**src/rtl/ref_symbol_fifo.sv**
```systemverilog
// Reference symbol FIFO: one push, 0/1/2 pops per cycle.
// Ports: clk, rstn, push, din, pop_n, head, full, empty, count.
module ref_symbol_fifo #(
    parameter  int W     = 8,
    parameter  int DEPTH = 64,
    localparam int AW    = $clog2(DEPTH)
) (
    input  logic         clk,
    input  logic         rstn,
    input  logic         push,
    input  logic [W-1:0] din,
    input  logic [1:0]   pop_n,
    output logic [W-1:0] head,
    output logic         full,
    output logic         empty,
    output logic [AW:0]  count
);
    logic [W-1:0]  mem [DEPTH];
    logic [AW-1:0] rd_ptr;
    logic [AW-1:0] wr_ptr;
    logic          wr_en;

    assign full  = (count == (AW+1)'(DEPTH));
    assign empty = (count == '0);
    // A pop frees a slot in the same cycle, so a full FIFO still accepts.
    assign wr_en = push && (!full || (pop_n != 2'd0));
    assign head  = mem[rd_ptr];

    always_ff @(posedge clk) begin
        if (wr_en) mem[wr_ptr] <= din;
    end

    always_ff @(posedge clk or negedge rstn) begin
        if (!rstn) begin
            rd_ptr <= '0;
            wr_ptr <= '0;
            count  <= '0;
        end else begin
            if (wr_en) wr_ptr <= wr_ptr + AW'(1);
            rd_ptr <= rd_ptr + AW'(pop_n);
            count  <= count + (AW+1)'(wr_en) - (AW+1)'(pop_n);
        end
    end
endmodule

```
**config.mk**
```make
export PLATFORM = sky130hd
export DESIGN_NAME = ref_symbol_fifo
export DESIGN_NICKNAME = d
export VERILOG_FILES = /design/src/rtl/ref_symbol_fifo.sv
export SDC_FILE = /design/constraint.sdc
export NUM_CORES = 1
export LEC_CHECK = 0
export CORE_MARGIN = 3
export CORE_UTILIZATION = 40
export CTS_BUF_LIST = sky130_fd_sc_hd__clkbuf_16
export CTS_CLUSTER_DIAMETER = 150
export CTS_CLUSTER_SIZE = 12
export DETAILED_ROUTE_END_ITERATION = 6
export PLACE_DENSITY = 0.64
export SYNTH_ARGS = -nofsm -noshare
export SYNTH_HDL_FRONTEND = slang
export SYNTH_SLANG_ARGS = --single-unit
```
**constraint.sdc**
```tcl
create_clock -name clk -period 2.7 [get_ports clk]
set_clock_uncertainty 0.1 [all_clocks]
set_input_delay 0.54 -clock clk [delete_from_list [all_inputs] [get_ports clk]]
set_output_delay 0.54 -clock clk [all_outputs]
set_load 0.05 [all_outputs]
```
Yosys cells after proc, flatten, opt, wreduce, memory -nomap -nowiden
Memory sizes are Yosys's and may differ from the RTL's.
Cells that the tools add are included.
W data, S select, Z words.
{ "word_totals": {"register_bits": 19, "ramBits": 512, "inputBits": 13, "output_inout_bits": 17, "wordCells": 16, "n_memories": 1} }
{ "op_classes": {"n_addsub": 4, "eq_ne": 1, "n_mux": 2, "reduce_logical": 5} }
{ "memory_table": {"columns": ["memory", "depth", "word_bits", "read_ports", "rd_ports_with_merged_regs", "write_ports", "line_no", "text"], "rows": [
  ["mem", 64, 8, 1, 0, 1, "18", "logic [W-1:0] mem [DEPTH];"]
]} }
{ "ops": {"columns": ["cell", "n"], "rows": [
  ["$add A7 B1 Y7", 1],
  ["$eq A7 B7 Y1 const B", 1],
  ["$logic_not A7 Y1", 1],
  ["$sub A7 B2 Y7", 1],
  ["$add A6 B1 Y6 const B", 1],
  ["$add A6 B2 Y6", 1],
  ["$mux W1", 2],
  ["$reduce_bool A2 Y1", 1],
  ["$logic_and A1 B1 Y1", 1],
  ["$logic_not A1 Y1", 1],
  ["$logic_or A1 B1 Y1", 1]
]} }

Logic depth before layout (Yosys ltp)
Gate-level depths: netlist of the first run.
{ "depth": {"ltp_word": 6, "mapped_depth": 14} }

Worst setup path after synthesis of the first run
No wires, ideal clock.
{ "synth_path": {"kind": "register to register", "from": "reg count[2]", "to": "reg count[6]", "setup_ns": 0.125, "arrival_ns": 3.125, "setup_slack_ns": -0.650, "path_stages_with_launch": 15, "n_path_buf": 0, "period_less_slack_ns": 3.350, "path_cell_list": "dfrtp_1 -> inv_1 -> ha_1 -> nor4bb_1 -> a31oi_1 -> inv_1 -> ha_1 -> inv_1 -> ha_1 -> fa_1 -> a21oi_1 -> o21bai_1 -> a21oi_1 -> o21bai_1 -> xnor2_1"} }
{ "synth_via": {"elab_chain_len": 6} }
{ "synth_lines": {"columns": ["element", "line_no", "text"], "rows": [
  ["from (decl)", "16", "output logic [AW:0] count"],
  ["from (signal assigned)", "41", "count <= count + (AW+1)'(wr_en) - (AW+1)'(pop_n);"],
  ["$eq A7 B7 Y1", "23", "assign full = (count == (AW+1)'(DEPTH));"],
  ["$logic_not A1 Y1", "26", "assign wr_en = push && (!full || (pop_n != 2'd0));"],
  ["$logic_or A1 B1 Y1", "26", null],
  ["$logic_and A1 B1 Y1", "26", null],
  ["$add A7 B1 Y7 *", "41", null],
  ["$sub A7 B2 Y7 *", "41", null]
]} }
Mark *: on every way between the ends. The rest lies on a longest branch, timed or not.
A chain may end at the register's enable or synchronous reset.

Worst setup path in the final report of the first run
{ "layout_path": {"from": "reg rd_ptr[0]", "to": "out head[3]"} }
{ "layout_via": {"elab_chain_len": 1} }
{ "layout_lines": {"columns": ["element", "line_no", "text"], "rows": [
  ["from (decl)", "19", "logic [AW-1:0] rd_ptr;"],
  ["from (signal assigned)", "40", "rd_ptr <= rd_ptr + AW'(pop_n);"],
  ["$mem_v2 Z64 W8", null, null],
  ["to (decl)", "13", "output logic [W-1:0] head,"]
]} }
No other way between the ends.

==> results of run 1 <==
layer usage:
| metal | share of wire | wire [um] |
|---|---|---|
| met1 | 0.45 | 21800 |
| met2 | 0.47 | 22900 |
| met3 | 0.059 | 2890 |
| met5 | 0 | 0 |
| met4 | 0.026 | 1280 |
cells by family after synthesis:
kind of cell             synth area share
buffers and inverters              0.0215
AND/OR/NAND/NOR                    0.0237
multiplexers                        0.131
adder cells (fa/ha/maj)           0.00963
XOR/XNOR                          0.00582
flip-flops                          0.753
AO/OA/AOI/OAI                      0.0557
area by class of cell:
type	count	area (um2)	area share
flip-flops and latches	531	15900	0.607
multi-input cells	487	5450	0.209
repair buffers	256	2480	0.0950
clock buffers	50	1250	0.0479
well taps	680	851	0.0325
clock inverters	44	195	0.00747
inverters	13	48.8	0.00187
worst max-delay path by stage:
stage               startpoint        to  slack (ns)  cells after the start
floorplan             count[3]  count[6]       -0.13                     14
global placement     rd_ptr[0]   head[4]       -0.35                     11
detailed placement   rd_ptr[0]   head[4]       -0.36                     11
CTS                  rd_ptr[0]   head[5]       -0.84                      8
global route         rd_ptr[0]   head[6]       -0.89                      7
finish               rd_ptr[0]   head[3]       -0.82                     10
sequential cells by signal, summed over array words and instances, names as in the netlist:
signal	flops
count	7
mem	512
rd_ptr	6
wr_ptr	6
critical path, cell delays in order, from the launching register on:
cell and delay [ns]:
dfrtp_4 0.54, buf_12 0.18, buf_16 0.17, buf_6 0.13
mux2i_1 0.11, a221oi_1 0.28, o21a_1 0.21, a211oi_2 0.05
buf_4 0.14, o31ai_4 0.29, buf_12 0.18
synthesized netlist by cell type (11+ instances only):
cell	count
mux2_1	11
mux2i_1	113
mux4_2	65
buf_2	12
inv_1	12
nor2_1	70
ha_1	13
o21a_1	14
nand2_1	15
dfrtp_1	19
a221oi_1	17
o221ai_1	22
o22ai_1	27
clkbuf_1	25
edfxtp_1	512
a211oi_1	22
through the flow:
step	power (W)	setup TNS, ns	setup slack, ns	cell area [um2]	util
2_1_floorplan	0.0161	-0.137	-0.133	21300	-
3_3_place_gp	0.0205	-3.77	-0.348	23900	0.463
3_5_place_dp	0.0206	-13.23	-0.363	23900	0.463
4_1_cts	0.0278	-6.56	-0.843	25900	0.501
5_1_grt	0.0291	-7.10	-0.886	26100	0.506
6_report	0.0280	-6.25	-0.817	26100	0.506
power by group through the flow:
stage / Combinational, W / Clock (W) / Sequential (W)
finish: 0.0119 / 0.00625 / 0.00981
global route: 0.0125 / 0.00675 / 0.00985
CTS: 0.0116 / 0.00639 / 0.00980
detailed placement: 0.0106 / 0 / 0.00996
global placement: 0.0105 / 0 / 0.00993
floorplan: 0.00614 / 0 / 0.00998
layout by cell type, fill, tap and decap left out, types with 9 or more instances in the layout:
master	instances
a211oi_2	19
a21o_1	9
a221oi_1	13
buf_12	29
buf_4	192
clkbuf_16	50
clkdlybuf4s50_1	11
dfrtp_1	12
edfxtp_1	512
inv_1	46
mux2_1	10
mux2i_1	111
mux4_2	65
nand2_1	15
nor2_1	69
o21a_1	10
o221ai_1	15
o22ai_1	13
o22ai_2	10
repair_timing:
action,in CTS,in global routing
buffers inserted,9,9
cloned,3,0
endpoints found under the hold margin,0,0
endpoints found under the setup margin,12,13
pin swaps,24,21
gates resized for setup,66,35
==> flow_summary_export.csv, run 1 <==
group,metric,value,unit
synth,synth_area,21100,um2
sta,relSlewSlack,0.455,
grt,grt_pass1_wl,73.3,mm
detailed_routing,ant_nets,0,
grt,grt_util_met1,0.254,
power_and_ir_drop,swShare,0.338,
detailed_routing,wl_per_cell,23.7,um
synth,async_flop_share,0.0358,
sta,rsz0062_at_grt,"yes",
sta,maxSlewViolCount,0,
status,violations,"negative setup slack",
worst_setup_path,setup.worst_path.class,"reg2out",
place,dpl.cell_count,1950,
grt,grt.busiest_layer,"met2",
cells_and_area,nets,1367,
sta,hold_slack,0.204,ns
power_and_ir_drop,p_int,0.0185,W
cells_and_area,final_cells,2061,
floorplanning,io_pins,30,
detailed_routing,first_iter_violations,1042,
clock_tree,cts.sinks,531,
synth,synth_nets,1124,
clock_tree,clockRootBuffer,"clkbuf_16",
min_path,holdCritPathClass,"in2async",
detailed_routing,dr.pass1.iters,4,
power_and_ir_drop,p_switching,0.00947,W
detailed_routing,vias_per_cell,5.43,
worst_setup_path,endpoint_kind,"output port",
sta,finalCritPeriodShare,1.30,
sta,setup_ws,-0.817,ns
synth,synth.avg_cell_area,19.2,um2
worst_setup_path,worst_ep_arrival_time,2.88,ns
place,place.gp.congestion,0.811,
worst_setup_path,cp.required,2.06,ns
grt,grt_pass1_vias,11500,
clock_tree,cts_buffers,50,
worst_setup_path,ff2ff_setup_slack,0.01,ns
synth,synth_top_area_frac,0.730,
power_and_ir_drop,p_leak,9.06,nW
power_and_ir_drop,p_clk_frac,0.223,
worst_setup_path,cp_max_fo,14,
cells_and_area,drive_above_1_share,0.340,
sta,hold_viol,0,
clock_tree,htree_num_levels,2,
worst_setup_path,r2r_start,"count[2]",
cells_and_area,fillers,4157,
status,status,"finished, violations left",
worst_setup_path,crit_path_start_kind,"flip-flop",
place,port_buffers,29,
power_and_ir_drop,p_per_area,1070,nW/um2
cells_and_area,diodes,0,
sta,timing.fmax,284,MHz
synth,ys_types,51,
synth,yosysWarnings,0,
clock_tree,cts_tree,"done",
detailed_routing,drc_errors,0,
floorplanning,start_util,0.407,
clock_tree,clk_latency,0.58,ns
job,max_cap_viol_count,0,
sta,finalCriticalPeriod,3.52,ns
grt,grt_use_met3,0.0328,
grt,grtUsageMet2,0.271,
clock_tree,clock_path_buffers,3,
clock_tree,cts.hold.buffers_added,0,
power_and_ir_drop,ir_drop,0.679,mV
detailed_routing,drt_wl_total,48.9,mm
floorplanning,rows,83,
detailed_routing,vias,11200,
synth,yosys.area.top_type,"edfxtp_1",
cells_and_area,syn_to_final_growth,24.2,%
grt,grt_max_degree,65,
synth,ys_seq_area_frac,0.753,
grt,grt_overflow,0,
power_and_ir_drop,pwr-share-comb,0.426,
synth,ys.flop_type,"edfxtp_1",
place,place_hpwl,30.8,mm
synth,ys_seq_elements,531,
synth,synth-edff-count,512,
worst_setup_path,r2r_cells,14,
floorplanning,coreArea,51700,um2
grt,grtUsageTotal,0.176,
worst_setup_path,worstReg2RegEnd,"count[6]",
sta,worst_slew_pin_slew,0.818,ns
sta,setup_viol_count_final,8,
grt,antenna_found_initial,0,
floorplanning,dieArea,55400,um2
power_and_ir_drop,seq_power_share,0.350,
clock_tree,clk_pin_slew,0.06,ns
synth,syn_inst,1096,
synth,yosys-top-cells-area,"edfxtp_1 (73%), mux4_2 (7.0%), mux2i_1 (5.4%)",
floorplanning,die_y,235,um
floorplanning,dieWidth,235,um
No activity file was read; power rests on OpenSTA's default activity.
==> inputs of run 2 (changes only) <==
--- a/config.mk
+++ b/config.mk
@@ -13,3 +13,3 @@
 export DETAILED_ROUTE_END_ITERATION = 6
-export PLACE_DENSITY = 0.64
+export PLACE_DENSITY = 0.62
 export SYNTH_ARGS = -nofsm -noshare
==> constraint.sdc (replaced) <==
create_clock -name clk -period 4 [get_ports clk]
set_clock_uncertainty 0.1 [all_clocks]
set_input_delay 1.2 -clock clk [delete_from_list [all_inputs] [get_ports clk]]
set_output_delay 1.2 -clock clk [all_outputs]
set_load 0.05 [all_outputs]
==> run 2 against run 1 <==
  * The flow still finishes with violations (negative setup slack)
  * Sequential power fell by 32%
  * Sequential share of layout area rose by 1.9 points
  * Final area fell by 3.1%
  * Final cell count fell by 3.4%
  * Clock-buffer cell count rose by 1
  * Wire length rose by 1.3%
  * Clock power fell by 33%
  * Total power fell by 35%
  * Global-route usage rose by 0.36 points
  * Non-clock buffer count fell by 59
  * Combinational power fell by 38%
  * Largest power group unchanged
==> flow_summary_export.csv, run 2 (synthesis gave the netlist of run 1 again) <==
group,metric,value,unit
clock_tree,clockRootBuffer,"clkbuf_16",
cells_and_area,regMostFlops,"mem",
detailed_routing,drc_errors,0,
floorplanning,rows,83,
power_and_ir_drop,swShare,0.339,
worst_setup_path,cp_num_buf_inv,3,
sta,timing.fmax,231,MHz
sta,worst_slew_pin_slew,0.950,ns
grt,grtUsageTotal,0.179,
worst_setup_path,cp.required,2.70,ns
grt,antenna_found_initial,0,
worst_setup_path,worstReg2RegEnd,"count[6]",
floorplanning,dieArea,55400,um2
status,status,"finished, violations left",
cells_and_area,syn_to_final_growth,20.3,%
detailed_routing,drt_wl_total,49.5,mm
cells_and_area,layout_common_cells,"edfxtp_1 (512), buf_4 (138), mux2i_1 (109)",
grt,grt_max_degree,65,
sta,finalCriticalPeriod,4.32,ns
worst_setup_path,cp-startpoint,"rd_ptr[0]",
worst_setup_path,crit_family,"compound AO/OA/AOI/OAI gates",
worst_setup_path,worst_ep_arrival_time,3.02,ns
place,place.gp.congestion,0.824,
clock_tree,clk_latency,0.59,ns
worst_setup_path,r2r_cells,14,
cells_and_area,drive_above_1_share,0.289,
worst_setup_path,crit_path_start_kind,"flip-flop",
grt,grt_pass1_vias,11400,
sta,rsz0062_at_grt,"yes",
grt,grt_overflow,0,
cells_and_area,fillers,4223,
job,max_cap_viol_count,0,
cells_and_area,multi_input_area,5220,um2
sta,setup_viol_count_final,8,
power_and_ir_drop,p_leak,8.69,nW
clock_tree,cts.sinks,531,
detailed_routing,vias_per_cell,5.55,
worst_setup_path,crit_end,"head[6]",
cells_and_area,seq_area,15900,um2
cells_and_area,layout_commonest_cell,"edfxtp_1",
grt,grt_pass1_wl,75.0,mm
clock_tree,cts.hold.buffers_added,0,
power_and_ir_drop,p_clk_frac,0.231,
sta,setup_ws,-0.320,ns
power_and_ir_drop,p_per_area,720,nW/um2
place,port_buffers,29,
floorplanning,die_y,235,um
detailed_routing,first_iter_violations,1029,
sta,maxSlewViolCount,0,
floorplanning,dieWidth,235,um
worst_setup_path,ff2ff_setup_slack,0.97,ns
cells_and_area,diodes,0,
place,place_hpwl,30.7,mm
worst_setup_path,slowest_stage,"dfrtp_4",
worst_setup_path,endpoint_kind,"output port",
worst_setup_path,critPathMaxStageDelay,0.57,ns
power_and_ir_drop,pwr-share-comb,0.405,
clock_tree,clock_path_buffers,3,
place,dp_slack,0.0243,ns
detailed_routing,wl_per_cell,24.9,um
power_and_ir_drop,p_int,0.0120,W
cells_and_area,reg_top3,"mem (512), count (7)",
worst_setup_path,cp_max_fo,7,
sta,relSlewSlack,0.365,
power_and_ir_drop,ir_drop,0.514,mV
power_and_ir_drop,seq_power_share,0.365,
floorplanning,start_util,0.407,
worst_setup_path,r2r_start,"count[2]",
clock_tree,cts_tree,"done",
status,violations,"negative setup slack",
clock_tree,htree_num_levels,2,
min_path,holdCritPathClass,"reg2reg",
worst_setup_path,crit_cells,7,
clock_tree,cts_buffers,50,
worst_setup_path,setup.worst_path.class,"reg2out",
sta,finalCritPeriodShare,1.08,
detailed_routing,dr.pass1.iters,5,
worst_setup_path,crit_chain,"buf_16, mux4_2, a22o_1, a2111oi_4, o32ai_2, buf_4, buf_12",
sta,finalSetupTns,-2.22,ns
floorplanning,io_pins,30,
cells_and_area,largest_reg_flops,512,
detailed_routing,ant_nets,0,
floorplanning,coreArea,51700,um2
power_and_ir_drop,design_power_total,0.0182,W
power_and_ir_drop,p_switching,0.00618,W
clock_tree,clk_pin_slew,0.06,ns
cells_and_area,nets,1308,
sta,hold_viol,0,
detailed_routing,vias,11000,
[run 2: cell types whose count changed in the layout (fill, tap and decap cells not counted), moves of 6 or more]
cell      previous run  this run
buf_4              192       138
buf_12              29        19
a211oi_1             3        15
a211oi_2            19         7
inv_2                7         1
inv_1               46        40
[run 2: final cells by class]
type / instances / area share
Tap cell: 680 / 0.0336
Sequential cell: 531 / 0.626
Clock inverter: 31 / 0.00588
Multi-Input combinational cell: 487 / 0.206
Clock buffer: 51 / 0.0504
Inverter: 13 / 0.00193
Timing Repair Buffer: 197 / 0.0759
[run 2: per-stage QoR]
| step | cells | area [um2] | util | hold WS, ns |
|---|---|---|---|---|
| 2_1_floorplan | 1096 | 21100 | - | 0.378 |
| 3_3_place_gp | 1893 | 23100 | 0.447 | 0.399 |
| 3_5_place_dp | 1893 | 23100 | 0.447 | 0.400 |
| 4_1_cts | 1989 | 25200 | 0.487 | 0.412 |
| 5_1_grt | 1990 | 25300 | 0.490 | 0.435 |
| 6_report | 1990 | 25300 | 0.490 | 0.414 |
[run 2: worst min path at each step]
stage	start	to	slack [ns]	cells after the start
finish	wr_ptr[2]	wr_ptr[2]	0.41	1
global route	wr_ptr[2]	wr_ptr[2]	0.43	1
CTS	wr_ptr[2]	wr_ptr[2]	0.41	1
detailed placement	wr_ptr[2]	wr_ptr[2]	0.40	1
global placement	wr_ptr[2]	wr_ptr[2]	0.40	1
floorplan	wr_ptr[2]	wr_ptr[2]	0.38	1
[run 2: power groups by stage]
| stage | Clock, W | Sequential [W] | Combinational [W] |
|---|---|---|---|
| global placement | 0 | 0.00673 | 0.00634 |
| finish | 0.00421 | 0.00665 | 0.00738 |
| global route | 0.00453 | 0.00668 | 0.00776 |
| CTS | 0.00430 | 0.00663 | 0.00721 |
| detailed placement | 0 | 0.00674 | 0.00639 |
| floorplan | 0 | 0.00672 | 0.00380 |
[run 2: worst reg2reg max path: stages (launching register included)]
cell and delay (ns):
dfrtp_1 0.40, inv_1 0.09, ha_1 0.15, nor4bb_1 0.44
a31oi_1 0.20, inv_1 0.09, ha_1 0.11, inv_1 0.03
ha_1 0.20, fa_1 0.46, a21oi_1 0.18, o21bai_1 0.10
a21oi_1 0.15, o21bai_1 0.09, xnor2_1 0.13
[run 2: per-layer routing]
metal | part of all wire | global-route usage | vias to the layer above
met2 | 0.46 | 0.272 | 385
met5 | 0 | 0 | -
met3 | 0.067 | 0.0317 | 67
met4 | 0.023 | 0.0494 | 0
li1 | - | - | 4837
met1 | 0.45 | 0.268 | 5747
[run 2: timing repair]
action	CTS	global route
pin swaps	16	10
buffers inserted	10	2
gates cloned	4	1
gates resized for setup	85	27
endpoints found under the setup margin	8	10
